**config.mk**
```make
export PLATFORM = sky130hd
export DESIGN_NAME = pc_sequencer
export DESIGN_NICKNAME = d
export VERILOG_FILES = /design/src/rtl/lab3_pkg.sv /design/src/rtl/pc_sequencer.sv
export SDC_FILE = /design/constraint.sdc
export NUM_CORES = 1
export LEC_CHECK = 0
export BUFFER_PORTS_ARGS = -buffer_cell sky130_fd_sc_hd__buf_2
export CORE_MARGIN = 2
export CORE_UTILIZATION = 42
export CTS_CLUSTER_DIAMETER = 30
export DETAILED_ROUTE_END_ITERATION = 7
export PLACE_DENSITY = 0.82
export SKIP_LAST_GASP = 1
export SLEW_MARGIN = 5
export SYNTH_ARGS = -nofsm -noshare
export SYNTH_HDL_FRONTEND = slang
export SYNTH_SLANG_ARGS = --single-unit
```
**constraint.sdc**
```tcl
create_clock -name clk -period 2.2 [get_ports clk]
set_clock_uncertainty 0.05 [all_clocks]
set_input_delay 0.22 -clock clk [delete_from_list [all_inputs] [get_ports clk]]
set_output_delay 0.22 -clock clk [all_outputs]
set_load 0.02 [all_outputs]
```
**src/rtl/lab3_pkg.sv**
```systemverilog
// Shared definitions for the program-counter sequencer: decoded operation
// encodings, sequencer state encoding and fault codes reported to software.
package lab3_pkg;

  // Decoded operation presented with instr_valid; 5..7 are reserved and
  // behave like NEXT.
  localparam logic [2:0] OP_NEXT   = 3'd0;
  localparam logic [2:0] OP_JUMP   = 3'd1;
  localparam logic [2:0] OP_BRANCH = 3'd2;
  localparam logic [2:0] OP_CALL   = 3'd3;
  localparam logic [2:0] OP_RET    = 3'd4;

  // Sequencer states: normal fetch, one-cycle wait for popped return
  // address, and terminal fault halt.
  typedef enum logic [1:0] {
    RUN      = 2'd0,
    RET_WAIT = 2'd1,
    HALT     = 2'd2
  } seq_state_e;

  // Sticky fault codes.
  localparam logic [1:0] FLT_NONE = 2'd0;
  localparam logic [1:0] FLT_OVF  = 2'd1;
  localparam logic [1:0] FLT_UNF  = 2'd2;

endpackage

```
**src/rtl/pc_sequencer.sv**
```systemverilog
// Program-counter sequencer feeding fetch. Selects the next PC for
// sequential, jump, branch, call and return flow, driving push/pop strobes
// to the return-address stack that sits next to it. Overflow/underflow of
// that stack halts the sequencer with a sticky fault until reset.
module pc_sequencer
  import lab3_pkg::*;
#(
  parameter int                    WIDTH_DATA = 32,
  parameter logic [WIDTH_DATA-1:0] RESET_PC   = {WIDTH_DATA{1'b0}}
) (
  input  logic                  clk,
  input  logic                  reset,
  input  logic                  instr_valid,
  input  logic                  stall,
  input  logic [2:0]            op,
  input  logic [WIDTH_DATA-1:0] target,
  input  logic                  cond,
  output logic [WIDTH_DATA-1:0] pc,
  output logic                  pc_valid,
  output logic                  stack_push,
  output logic                  stack_pop,
  output logic [WIDTH_DATA-1:0] stack_data_in,
  input  logic [WIDTH_DATA-1:0] stack_data_out,
  input  logic                  stack_full,
  input  logic                  stack_empty,
  output logic                  fault,
  output logic [1:0]            fault_code
);

  localparam logic [WIDTH_DATA-1:0] PC_ONE = {{(WIDTH_DATA-1){1'b0}}, 1'b1};

  seq_state_e            state_q, state_d;
  logic [WIDTH_DATA-1:0] pc_q, pc_d;
  logic                  pc_valid_q, pc_valid_d;
  logic                  fault_q, fault_d;
  logic [1:0]            fault_code_q, fault_code_d;
  logic                  push_s, pop_s;
  logic                  accept_s;
  logic [WIDTH_DATA-1:0] pc_inc_s;

  // Sequential successor wraps modulo 2^WIDTH_DATA; also the return address.
  assign pc_inc_s = pc_q + PC_ONE;
  assign accept_s = instr_valid & ~stall;

  // Next-state, next-PC and stack strobe selection.
  always_comb begin
    state_d      = state_q;
    pc_d         = pc_q;
    pc_valid_d   = pc_valid_q;
    fault_d      = fault_q;
    fault_code_d = fault_code_q;
    push_s       = 1'b0;
    pop_s        = 1'b0;
    case (state_q)
      RUN: begin
        pc_valid_d = 1'b1;
        if (accept_s) begin
          case (op)
            OP_JUMP: begin
              pc_d = target;
            end
            OP_BRANCH: begin
              if (cond) begin
                pc_d = target;
              end else begin
                pc_d = pc_inc_s;
              end
            end
            OP_CALL: begin
              if (stack_full) begin
                state_d      = HALT;
                pc_valid_d   = 1'b0;
                fault_d      = 1'b1;
                fault_code_d = FLT_OVF;
              end else begin
                push_s = 1'b1;
                pc_d   = target;
              end
            end
            OP_RET: begin
              if (stack_empty) begin
                state_d      = HALT;
                pc_valid_d   = 1'b0;
                fault_d      = 1'b1;
                fault_code_d = FLT_UNF;
              end else begin
                // PC is held; the popped address arrives next cycle.
                pop_s      = 1'b1;
                state_d    = RET_WAIT;
                pc_valid_d = 1'b0;
              end
            end
            default: begin
              pc_d = pc_inc_s;
            end
          endcase
        end else begin
          pc_d = pc_q;
        end
      end
      RET_WAIT: begin
        // Return always completes, regardless of stall or instr_valid.
        pc_d       = stack_data_out;
        state_d    = RUN;
        pc_valid_d = 1'b1;
      end
      HALT: begin
        pc_valid_d = 1'b0;
        fault_d    = 1'b1;
      end
      default: begin
        // Unreachable encoding: stop fetching rather than run wild.
        state_d    = HALT;
        pc_valid_d = 1'b0;
        fault_d    = 1'b1;
      end
    endcase
  end

  // State and PC registers with asynchronous active-low reset.
  always_ff @(posedge clk or negedge reset) begin
    if (!reset) begin
      state_q      <= RUN;
      pc_q         <= RESET_PC;
      pc_valid_q   <= 1'b0;
      fault_q      <= 1'b0;
      fault_code_q <= FLT_NONE;
    end else begin
      state_q      <= state_d;
      pc_q         <= pc_d;
      pc_valid_q   <= pc_valid_d;
      fault_q      <= fault_d;
      fault_code_q <= fault_code_d;
    end
  end

  // Stack strobes are same-cycle so the stack captures on the accepting
  // edge; they are forced low while reset is held.
  assign stack_push    = push_s & reset;
  assign stack_pop     = pop_s & reset;
  assign stack_data_in = pc_inc_s;
  assign pc            = pc_q;
  assign pc_valid      = pc_valid_q;
  assign fault         = fault_q;
  assign fault_code    = fault_code_q;

endmodule
```
# After elaboration in Yosys (flattened, before gate mapping)

Cells that the tools add are included.

Reductions and logical operators: 7
Add/subtract/negate cells: 1
Mux-type cells: 29
Equal/unequal tests: 14
Bitwise operators: 6

Operators with widths:

| cell                                          | number |
|---|---|
| one-hot mux 32 bit (4 select lines)           | 1 |
| 2-to-1 mux 32 bit                             | 3 |
| one-hot mux 32 bit (2 select lines)           | 1 |
| adder 32 x 1 -> 32 bit, second input constant | 1 |
| 2-to-1 mux 1 bit                              | 12 |
| 2-to-1 mux 2 bit                              | 5 |
| AND reduction 5 bit                           | 2 |
| != test 3 bit, second input constant          | 3 |
| != test 2 bit, second input constant          | 4 |
| one-hot mux 1 bit (2 select lines)            | 4 |
| one-hot mux 2 bit (2 select lines)            | 2 |
| AND reduction 4 bit                           | 2 |
| == test 3 x 2 -> 1 bit, second input constant | 2 |
| one-hot mux 2 bit (3 select lines)            | 1 |
| nonzero test 2 bit                            | 2 |
| AND 1 bit                                     | 3 |
| == test 3 x 1 -> 1 bit, second input constant | 1 |
| == test 3 bit, second input constant          | 1 |
| != test 3 x 1 -> 1 bit, second input constant | 1 |
| NOT 1 bit                                     | 3 |
| == test 2 x 1 -> 1 bit, second input constant | 1 |
| == test 2 bit, second input constant          | 1 |
| logical NOT 2 bit                             | 1 |

Word-level logic and storage cells: 62
Output and inout bits: 70
Input bits: 74
Bits in registers: 38

# Longest topological paths before layout

Word-level depth: 5
Mapped depth: 9
Depth with buffers taken out: 6

# Least setup slack after synthesis

Ideal clock, no wire load.

Path kind: reg2out
Start point: register pc_q[0], in the netlist pc[0]
End point: output stack_data_in[30]
Path buffers: 1
Required time: 1930 ps
Arrival time: 2256 ps
Path slack: -326 ps
Cell stages (with the launch flop): 7
Cells stage by stage: dfrtp_1 ha_1 nand4_4 or2_0 buf_2 or4_4 xnor2_1

Longest elaborated chain between the ends: 1

RTL lines:

| what                   | line                | text |
|---|---|---|
| from (decl)            | pc_sequencer.sv:33  | `logic [WIDTH_DATA-1:0] pc_q, pc_d;` |
| from (signal assigned) | pc_sequencer.sv:130 | `pc_q <= pc_d;` |
| adder 32 x 1 -> 32 bit | pc_sequencer.sv:42  | `assign pc_inc_s = pc_q + PC_ONE;` |
| to (decl)              | pc_sequencer.sv:22  | `output logic [WIDTH_DATA-1:0] stack_data_in,` |

No other way between the ends.

# Worst setup path in the final report

Start point: register pc_q[1], in the netlist pc[1]
End point: output stack_data_in[30]

The elaborated chain is that of the path after synthesis.

==> metrics.txt <==
CP Data Required Time=1.93 ns; sequential share of power=25.1%; DR iter-0 viols=between 300 and 400; Port Buffer Count=143; mapped cell area=2890 um^2; Peak Freq=426 MHz; Max Buffers Root-to-Sink=2; most common cell after layout, fill and taps aside=buf_2; Rows=30; Synth cell types=61; routed len/inst=~18 um; Post-Syn Area per Cell=7.88 um^2; pin count of the biggest net entering global routing=39; clock latency at the later pin of the worst-skew pair=around 0.29 ns; footprint of the multi-input gates=2020 um^2; Syn. warnings=0; total gr overflow=0; Initial Util=43.0%; Worst Path Arrival=slightly above 2 ns; worst slack at placement=0.0638 ns; CTS root buf=clkbuf_8; dpl hpwl=8.01 mm; Worst R2R Path Depth=11; hold buffers post-CTS=0; Final setup viols=10; type of origin of the critical path=register; Crit Path Class=reg2out; CTS tree=yes; Seq/Total Area, Yosys=32.9%; I/O pin cnt=144; drt total wl=about 12 mm; worst r2r src=pc[10]; Nets=645; ANT nets after route=0; worst slew pin tran=0.664 ns; Slew headroom=55.7%; status=complete, but fails checks; syn nets=between 400 and 500; fin crit share=107%; Max FO, Critical Path=6; Sequential Area=between 900 and 1000 um^2; FILL cells=about 540; GP Congestion=just over 0.9; Num CTS Buffers=5; Final Power=0.00472 W; Final min period=2.34 ns; Sw Pwr=0.00225 W; fin. max-slew vios=0; die area=around 7600 um^2; via count=slightly below 4,000; post-synthesis cell count=367; first-pass GRT wire length=16.8 mm; flops & latches, synth=38; Leak=about 2.2 nW; RSZ-0062 raised after global routing=yes; layout cells sized above 1=47.6%; n_diodes=0; EDFF count, synth=0; DRC viols=0; clock transition at the registers of the reported paths=about 0.080 ns; vias in the first global route=3,472; die width=between 80 and 90 um; die span in y=87.0 um; P_int=roughly 0.0025 W; Hold Crit Class=in2async; Critical Path End Type=output port; reg2reg setup slack=0.08 ns; Pwr Density=1030 nW/um^2; failing checks=negative setup slack; most frequent cells in the layout=buf_2 (124), buf_4 (79), o21ai_0 (37); Layout area overhead=59.3%; final hold viol count=0; CTS sink cnt=38; combinational share of power=64.0%; R2R Path End=pc[12]; asr flop ratio synth=100%; post-route setup slack=-0.145 ns; core area=6720 um^2; vias per inst=6.05; drt pass-1 iters=5; Total Routing Usage GR=27.9%; predominant post-synthesis flop cell=dfrtp_1; antenna violations before repair=0; switching share of power=47.7%; # Max-Cap Violations=0; clock share of power=a little over a tenth; # H-tree levels=2; Peak supply drop=435 uV
Yosys cell counts (2+ instances only):
| cell type | number | area, um^2 |
|---|---|---|
| or3_1 | 3 | 18.8 |
| dfrtp_1 | 38 | 951 |
| and3_1 | 5 | 31.3 |
| xnor2_1 | 15 | 131 |
| nor4_1 | 7 | 43.8 |
| o311ai_0 | 2 | 17.5 |
| nor2_1 | 37 | 139 |
| o22a_1 | 2 | 17.5 |
| a32oi_1 | 3 | 26.3 |
| o21ai_1 | 2 | 10.0 |
| nand2b_1 | 2 | 12.5 |
| nand4_1 | 9 | 56.3 |
| clkbuf_1 | 12 | 45.0 |
| nor3b_1 | 2 | 15.0 |
| nor3_1 | 15 | 75.1 |
| o31ai_1 | 2 | 15.0 |
| inv_1 | 8 | 30.0 |
| o21bai_1 | 3 | 22.5 |
| buf_4 | 5 | 37.5 |
| or4_1 | 2 | 15.0 |
| o21ai_0 | 37 | 185 |
| a21oi_1 | 26 | 130 |
| or2_2 | 4 | 25.0 |
| xor2_1 | 13 | 114 |
| nand3_1 | 15 | 75.1 |
| o2bb2ai_1 | 4 | 35.0 |
| buf_2 | 7 | 35.0 |
| o21a_1 | 2 | 15.0 |
| a2bb2oi_1 | 5 | 43.8 |
| and4_1 | 3 | 26.3 |
| a31oi_1 | 7 | 43.8 |
| a22oi_1 | 8 | 60.1 |
| nand2_1 | 34 | 128 |
critical path: stages (launching register included):
cell and delay [ns]:
dfrtp_2 0.40, ha_4 0.16, nand4_4 0.10, or2_4 0.32, or4_4 0.48, xnor2_4 0.18, buf_6 0.13
flip-flops by register name, indices dropped and copies added, names as in the netlist:
signal and flops:
state_q 2, fault_code 2, fault 1, pc 32
pc_valid 1
power by group through the flow:
stage               Combinational, W  Sequential, W  Clock (W)
CTS                          0.00263        0.00116   0.000517
global placement             0.00249        0.00116          0
detailed placement           0.00251        0.00118          0
global route                 0.00321        0.00121   0.000547
finish                       0.00302        0.00119   0.000512
floorplan                    0.00117        0.00149          0
stage by stage:
step / instances / utilization [%] / hold WS, ns / cell area, um^2 / TNS (ns)
2_1_floorplan: 367 / - / -0.126 / 2930 / 0
3_3_place_gp: 612 / 59.2 / 0.321 / 3980 / 0
3_5_place_dp: 612 / 59.2 / 0.328 / 3980 / 0
4_1_cts: 629 / 62.5 / 0.0212 / 4200 / -0.312
5_1_grt: 651 / 68.5 / 0.0488 / 4600 / -1.96
6_report: 651 / 68.5 / 0.0218 / 4600 / -0.644
how the worst max path moves through the flow:
stage                     startpoint           endpoint  slack, ns  cells past startpoint
after floorplan                pc[0]  stack_data_in[24]       0.02                      6
final                          pc[1]  stack_data_in[30]      -0.14                      6
after detailed placement       pc[1]  stack_data_in[30]       0.06                      6
after CTS                      pc[1]  stack_data_in[30]      -0.12                      6
after global routing          pc[10]  stack_data_in[17]      -0.24                     11
after global placement         pc[1]  stack_data_in[30]       0.08                      6
logic make-up after synthesis:
group / synth area share, %
fa+ha+maj: 0.433
simple gates: 26.5
mux: 0.390
flops: 32.9
xor+xnor: 8.49
compound gates: 26.2
buf+inv: 5.11
routing by layer:
| layer | global-route usage, % | share of wire, % |
|---|---|---|
| met4 | 8.24 | 3.1 |
| met1 | 36.4 | 39 |
| met2 | 47.6 | 49 |
| met5 | 0 | 0 |
| met3 | 4.36 | 8.8 |
repair_timing:
item,4_1_cts,5_1_grt
endpoints found under the setup margin,17,23
gates resized for setup,19,58
pin swaps,6,23
buffers inserted,9,22
cloned,0,2
area by class of cell:
class	instances	area share, %
Clock buffer	7	1.88
Clock inverter	1	0.109
Inverter	8	0.652
Multi-Input combinational cell	297	43.9
Sequential cell	38	20.8
Tap cell	80	2.17
Timing Repair Buffer	220	30.5
Note: power is estimated with default switching activity, not from simulation.
